==> config.mk <==
export PLATFORM = sky130hd
export DESIGN_NAME = uart_tx
export DESIGN_NICKNAME = d
export VERILOG_FILES = /design/src/rtl/uart_tx.sv
export SDC_FILE = /design/constraint.sdc
export NUM_CORES = 1
export LEC_CHECK = 0
export CAP_MARGIN = 20
export CORE_AREA = 2 2 78 80
export DETAILED_ROUTE_END_ITERATION = 7
export DIE_AREA = 0 0 80 82
export MAX_ROUTING_LAYER = met4
export PLACE_DENSITY_LB_ADDON = 0.3
export SKIP_CTS_REPAIR_TIMING = 1
export SYNTH_ARGS = -nofsm -noshare
export SYNTH_HDL_FRONTEND = slang
export SYNTH_SLANG_ARGS = --single-unit
export TNS_END_PERCENT = 30
==> constraint.sdc <==
create_clock -name clk_in -period 3.46 [get_ports clk_in]
set_clock_uncertainty 0.15 [all_clocks]
set_input_delay 0.346 -clock clk_in [delete_from_list [all_inputs] [get_ports clk_in]]
set_output_delay 0.346 -clock clk_in [all_outputs]
set_load 0.02 [all_outputs]
==> src/rtl/uart_tx.sv <==
// -----------------------------------------------------------------------------
// uart_tx - serial UART transmitter with a small input FIFO.
//
// Upstream logic pushes words through a valid/ready port into a power-of-two
// FIFO. The shifter pops one word at a time and sends it LSB first as a frame:
// start bit (0), DATA_SIZE data bits, optional parity bit, STOP_BITS stop
// bits (1). Every bit lasts exactly CLK_BAUD_RATIO clk_in cycles.
// Back-to-back words go out with no idle gap between frames.
//
// Handshake: a word transfers on a rising clk_in edge where valid_in and
// ready_out are both high. ready_out is combinational (!full && !rst_in) and
// does not depend on valid_in. There is no push-to-pop bypass.
//
// Optional feature macro: TX_PARITY_EN
//   defined   -> a parity bit follows the MSB; even parity when PARITY_ODD=0
//                (bit = ^data), odd parity when PARITY_ODD=1 (bit = ~^data).
//   undefined -> no parity state or logic; PARITY_ODD is unused.
//
// Ports:
//   clk_in          in   1            system clock
//   rst_in          in   1            asynchronous active-high reset
//   data_in         in   DATA_SIZE    word to send, sampled only at push
//   valid_in        in   1            data_in valid
//   ready_out       out  1            FIFO can accept a word
//   tx_out          out  1            serial line, idle high, registered
//   busy_out        out  1            frame in progress or FIFO non-empty
//   fifo_count_out  out  CNT_W        words currently held in the FIFO
// -----------------------------------------------------------------------------
module uart_tx #(
  parameter int CLK_BAUD_RATIO = 25,
  parameter int DATA_SIZE      = 8,
  parameter int FIFO_DEPTH     = 4,
  parameter int STOP_BITS      = 1,
  parameter int PARITY_ODD     = 0
) (
  input  logic                             clk_in,
  input  logic                             rst_in,
  input  logic [DATA_SIZE-1:0]             data_in,
  input  logic                             valid_in,
  output logic                             ready_out,
  output logic                             tx_out,
  output logic                             busy_out,
  output logic [$clog2(FIFO_DEPTH+1)-1:0]  fifo_count_out
);

  localparam int CNT_W  = $clog2(FIFO_DEPTH + 1);
  localparam int PTR_W  = $clog2(FIFO_DEPTH);
  localparam int BAUD_W = $clog2(CLK_BAUD_RATIO);
  localparam int IDX_W  = $clog2(DATA_SIZE + 1);

  localparam logic [CNT_W-1:0]  FULL_CNT  = CNT_W'(FIFO_DEPTH);
  localparam logic [BAUD_W-1:0] BAUD_LAST = BAUD_W'(CLK_BAUD_RATIO - 1);
  localparam logic [IDX_W-1:0]  IDX_LAST  = IDX_W'(DATA_SIZE - 1);
  // Stop-bit index is one bit wide: 0 for the first stop bit, 1 for the second.
  localparam logic              STOP_LAST = 1'(STOP_BITS - 1);

`ifdef TX_PARITY_EN
  localparam logic PAR_INV = 1'(PARITY_ODD);
`else
  // Parity disabled: the parameter is kept for interface compatibility only.
  localparam int unused_parity_odd = PARITY_ODD;
`endif

  typedef enum logic [2:0] {
    S_IDLE,
    S_START,
    S_DATA,
`ifdef TX_PARITY_EN
    S_PARITY,
`endif
    S_STOP
  } state_t;

  // ---------------------------------------------------------------------------
  // FIFO
  // ---------------------------------------------------------------------------
  logic [DATA_SIZE-1:0] r_mem [FIFO_DEPTH];
  logic [PTR_W-1:0]     r_wr_ptr;
  logic [PTR_W-1:0]     r_rd_ptr;
  logic [CNT_W-1:0]     r_count;
  logic [CNT_W-1:0]     w_count_n;
  logic                 w_full;
  logic                 w_empty;
  logic                 w_push;
  logic                 w_pop;
  logic [DATA_SIZE-1:0] w_fifo_rd;

  assign w_full    = (r_count == FULL_CNT);
  assign w_empty   = (r_count == '0);
  assign ready_out = !w_full && !rst_in;
  assign w_push    = valid_in && ready_out;
  assign w_fifo_rd = r_mem[r_rd_ptr];

  // Storage is not reset; only the pointers and count define validity.
  always_ff @(posedge clk_in) begin
    if (w_push) begin
      r_mem[r_wr_ptr] <= data_in;
    end
  end

  always_comb begin
    w_count_n = r_count;
    case ({w_push, w_pop})
      2'b10:   w_count_n = r_count + CNT_W'(1);
      2'b01:   w_count_n = r_count - CNT_W'(1);
      default: w_count_n = r_count;
    endcase
  end

  always_ff @(posedge clk_in or posedge rst_in) begin
    if (rst_in) begin
      r_wr_ptr <= '0;
      r_rd_ptr <= '0;
      r_count  <= '0;
    end else begin
      if (w_push) r_wr_ptr <= r_wr_ptr + PTR_W'(1);
      if (w_pop)  r_rd_ptr <= r_rd_ptr + PTR_W'(1);
      r_count <= w_count_n;
    end
  end

  // ---------------------------------------------------------------------------
  // Transmit FSM
  // ---------------------------------------------------------------------------
  state_t               r_state,    w_state_n;
  logic [BAUD_W-1:0]    r_baud,     w_baud_n;
  logic [IDX_W-1:0]     r_idx,      w_idx_n;
  logic [DATA_SIZE-1:0] r_shift,    w_shift_n;
  logic                 r_stop_idx, w_stop_n;
  logic                 r_tx,       w_tx_n;
  logic                 r_busy,     w_busy_n;
  logic                 w_bit_end;
`ifdef TX_PARITY_EN
  logic                 r_par,      w_par_n;
`endif

  assign w_bit_end = (r_baud == BAUD_LAST);

  always_comb begin
    w_state_n = r_state;
    w_baud_n  = r_baud;
    w_idx_n   = r_idx;
    w_shift_n = r_shift;
    w_stop_n  = r_stop_idx;
    w_tx_n    = r_tx;
    w_pop     = 1'b0;
`ifdef TX_PARITY_EN
    w_par_n   = r_par;
`endif

    // The baud counter free-runs inside a frame and wraps at each bit end;
    // it sits at zero in IDLE so every frame starts from a clean count.
    if (r_state != S_IDLE) begin
      w_baud_n = w_bit_end ? '0 : r_baud + BAUD_W'(1);
    end

    case (r_state)
      S_IDLE: begin
        if (!w_empty) begin
          w_pop     = 1'b1;
          w_state_n = S_START;
          w_tx_n    = 1'b0;
          w_baud_n  = '0;
          w_shift_n = w_fifo_rd;
`ifdef TX_PARITY_EN
          w_par_n   = (^w_fifo_rd) ^ PAR_INV;
`endif
        end
      end

      S_START: begin
        if (w_bit_end) begin
          w_state_n = S_DATA;
          w_tx_n    = r_shift[0];
          w_shift_n = r_shift >> 1;
          w_idx_n   = '0;
        end
      end

      S_DATA: begin
        if (w_bit_end) begin
          if (r_idx == IDX_LAST) begin
`ifdef TX_PARITY_EN
            w_state_n = S_PARITY;
            w_tx_n    = r_par;
`else
            w_state_n = S_STOP;
            w_tx_n    = 1'b1;
            w_stop_n  = 1'b0;
`endif
          end else begin
            w_tx_n    = r_shift[0];
            w_shift_n = r_shift >> 1;
            w_idx_n   = r_idx + IDX_W'(1);
          end
        end
      end

`ifdef TX_PARITY_EN
      S_PARITY: begin
        if (w_bit_end) begin
          w_state_n = S_STOP;
          w_tx_n    = 1'b1;
          w_stop_n  = 1'b0;
        end
      end
`endif

      S_STOP: begin
        if (w_bit_end) begin
          if (r_stop_idx == STOP_LAST) begin
            // Last cycle of the last stop bit: chain straight into the
            // next frame when a word is waiting, so there is no idle gap.
            if (!w_empty) begin
              w_pop     = 1'b1;
              w_state_n = S_START;
              w_tx_n    = 1'b0;
              w_shift_n = w_fifo_rd;
`ifdef TX_PARITY_EN
              w_par_n   = (^w_fifo_rd) ^ PAR_INV;
`endif
            end else begin
              w_state_n = S_IDLE;
            end
          end else begin
            w_stop_n = 1'b1;
          end
        end
      end

      default: begin
        w_state_n = S_IDLE;
        w_tx_n    = 1'b1;
      end
    endcase

    w_busy_n = (w_state_n != S_IDLE) || (w_count_n != '0);
  end

  always_ff @(posedge clk_in or posedge rst_in) begin
    if (rst_in) begin
      r_state    <= S_IDLE;
      r_baud     <= '0;
      r_idx      <= '0;
      r_shift    <= '0;
      r_stop_idx <= 1'b0;
      r_tx       <= 1'b1;
      r_busy     <= 1'b0;
`ifdef TX_PARITY_EN
      r_par      <= 1'b0;
`endif
    end else begin
      r_state    <= w_state_n;
      r_baud     <= w_baud_n;
      r_idx      <= w_idx_n;
      r_shift    <= w_shift_n;
      r_stop_idx <= w_stop_n;
      r_tx       <= w_tx_n;
      r_busy     <= w_busy_n;
`ifdef TX_PARITY_EN
      r_par      <= w_par_n;
`endif
    end
  end

  assign tx_out         = r_tx;
  assign busy_out       = r_busy;
  assign fifo_count_out = r_count;

endmodule

==> out/qor.yml <==
sta:
  max_freq_mhz: 315
  min_period_ps: 3180
  finalMaxSlewViolations: 0
  setup_violations: 0
  worst-slew-pin-transition_ps: 624
  slew_headroom_pct: 58.4
  rsz0062_at_grt: "false"
  hold_viol_final: 0
  period_share_pct: 91.8
  fin_setup_tns_ps: 0
yosys:
  yosysSeqAreaShare_pct: 59.2
  ys_ff_latch: 61
  ys_types: 53
  synth_top_flop_cell: "edfxtp_1"
  yosysWarnings: 0
  yosys.area.top_type: "edfxtp_1"
  syn_area_sq_um: 2850
  async_flop_share_pct: 47.5
  yosys-top-cells-area: "edfxtp_1, dfrtp_1, mux2_2"
  synth_top_area_share_pct: 33.7
  syn_area_per_cell_sq_um: 14.9
  netlist_instances: 191
  synth_fp_nets: 211
  synth_edf_count: 32
critical_path:
  critical_path.startpoint: "r_baud[0]$_DFF_PP0_"
  reg2reg_from: "r_baud[0]$_DFF_PP0_"
  slowest_delay_ps: 470
  crit_type: "reg -> reg"
  cp-start-kind: "flip-flop"
  crit_path_end_kind: "flip-flop"
  cp.arrival_ps: 3230
  slowest_stage: "or4b_1"
  path_max_fanout: 4
  crit_chain: "inv_1, ha_1, and4b_1, nand3_1, a211oi_2, ha_1, inv_1, fa_1, xor2_1, nor2_1, xor2_1, or4b_1"
  crit_required_ps: 3520
floorplan:
  num_rows: 28
  die_h_microns: 82
  start_util_pct: 49.6
  die_w_microns: 80
  io_pins: 17
  die-area_sq_um: 6560
  core_sq_um: 5750
finish:
  n_antenna_cell: 0
  nFillCells: 468
  synthToLayoutAreaGrowth_pct: 15.6
  nets: 234
  layout.area.seq_sq_um: 1690
  drive_gt1_share_pct: 26.0
  layout_commonest_cell: "edfxtp_1"
  stdcell_count: 294
  layout_common_cells: "edfxtp_1, dfrtp_1, mux2_2"
  multi_input_area_sq_um: 1080
global_route:
  grt_max_degree: 17
  grt_antenna_before_repair: 0
  grt_first_pass_wirelength_microns: 7660
  grt_pass1_vias: 1469
  overflow: 0
  gr-usage-all-layers_pct: 16.7
routing:
  vias: 1579
  dr.first_iter.drc_count: 64
  ant_nets: 0
  drt_first_pass_iters: 4
  routed_via_density: 5.37
  wire_per_inst_microns: 15.8
  drt-total-wl_microns: 4640
  route.detailed.drc: 0
clocking:
  cts_root_buffer: "clkbuf_8"
  cts.sinks: 61
  clk_pin_slew_ps: 70
  clk_latency_ps: 340
  cts_buffers: 9
  ctsHtreeMaxLevel: 3
  cts_max_path_buffers: 2
  cts_tree: "built"
power_and_ir_drop:
  p_switching_mw: 0.776
  p_sw_share_pct: 30.9
  peakVddDrop_v: 0.000477
  clkPwrFrac_pct: 27.8
  p_leak_nw: 1.32
  power_frac_comb_pct: 28.0
  p_per_area_nw_per_um2: 762
  pwr-share-seq_pct: 44.2
  p_int_mw: 1.74
placed_design:
  gp_congestion: 0.754
  hpwl_microns: 3190
  dpl.cell_count: 278
  port-buffer-count: 16
hold_path:
  hold_class: "in -> async"
job:
  max-cap-violations: 0
run_status:
  outcome: "finished, final reports clean"
==> power by group through the flow <==
| stage | Sequential [mW] | Combinational [mW] | Clock (mW) |
|---|---|---|---|
| 2_1_floorplan | 1.06 | 0.592 | 0 |
| 3_5_place_dp | 1.13 | 0.702 | 0 |
| 3_3_place_gp | 1.12 | 0.697 | 0 |
| 5_1_grt | 1.14 | 0.779 | 0.735 |
| 6_report | 1.11 | 0.704 | 0.697 |
| 4_1_cts | 1.12 | 0.710 | 0.707 |
==> cell type report <==
cell class | instances | area share (%)
flip-flops and latches | 61 | 51.2
multi-input cells | 114 | 32.7
repair buffers | 18 | 5.32
clock buffers | 9 | 3.76
clock inverters | 7 | 3.00
well taps | 75 | 2.85
inverters | 10 | 1.14
==> through the flow <==
stage | total power [mW] | utilization, % | setup WS (ps) | hold slack (ps) | area [sq um]
final | 2.51 | 57.3 | 282 | 234 | 3290
after CTS | 2.53 | 57.3 | 123 | 255 | 3290
after floorplan | 1.65 | - | 412 | 273 | 2850
after global routing | 2.65 | 57.3 | 33.5 | 285 | 3290
after global placement | 1.82 | 53.4 | 203 | 331 | 3070
after detailed placement | 1.83 | 53.4 | 156 | 337 | 3070
==> state kept, by name (all words and copies together) (netlist names) <==
register / flops
r_wr_ptr: 2
busy_out: 1
fifo_count_out: 3
tx_out: 1
r_shift: 8
r_rd_ptr: 2
r_baud: 5
r_idx: 4
r_mem: 32
r_state: 3
==> critical path: cells and delay by family, from the launching register on <==
family,cells,cell delay (ps)
flops,1,410
simple gates,4,950
xor+xnor,2,240
compound gates,1,340
buf+inv,2,140
fa+ha+maj,3,820
==> kinds of logic (layout without fill, tap and decap cells) <==
logic type               count (synthesis)  in the layout  share of synthesized area, %
AO/OA/AOI/OAI                           16             16                          4.61
AND/OR/NAND/NOR                         50             50                          11.2
flip-flops                              61             61                          59.2
adder cells (fa/ha/maj)                  9              9                          4.21
multiplexers                            28             28                          14.1
XOR/XNOR                                10             10                          3.34
buffers and inverters                   16             44                          3.16
other                                    1              1                         0.132
==> cell usage after synthesis, drive strengths merged (2+ instances only) <==
| cell | instances |
|---|---|
| edfxtp | 32 |
| nand4 | 3 |
| nand3 | 4 |
| or3 | 3 |
| inv | 10 |
| a22o | 2 |
| xnor2 | 3 |
| mux4 | 8 |
| nor4b | 2 |
| nor2 | 10 |
| mux2i | 2 |
| clkbuf | 3 |
| xor2 | 7 |
| nor2b | 2 |
| mux2 | 18 |
| buf | 3 |
| and3 | 5 |
| a21oi | 5 |
| nand2 | 8 |
| dfrtp | 28 |
| nand2b | 3 |
| o21ai | 3 |
| ha | 8 |
==> metal layers <==
metal,vias up,track usage [%],wire [microns]
li1,756,-,-
met1,787,22.6,2300
met2,28,23.8,2140
met3,8,4.29,149
met4,0,7.63,54
met5,-,-,0
==> final timing paths <==
| kind | end | slack (ps) | depth (start not counted) |
|---|---|---|---|
| hold / removal | fifo_count_out[1]$_DFF_PP0_ | 230 | 2 |
| max in group asynchronous | tx_out$_DFFE_PP1P_ | 2230 | 3 |
| hold reg to reg | r_shift[5]$_DFFE_PP0P_ | 350 | 1 |
| setup reg to reg | busy_out$_DFF_PP0_ | 280 | 12 |
| min in group clk_in | r_shift[5]$_DFFE_PP0P_ | 350 | 1 |
| setup / recovery | busy_out$_DFF_PP0_ | 280 | 12 |
Note: power is estimated with default switching activity, not from simulation.
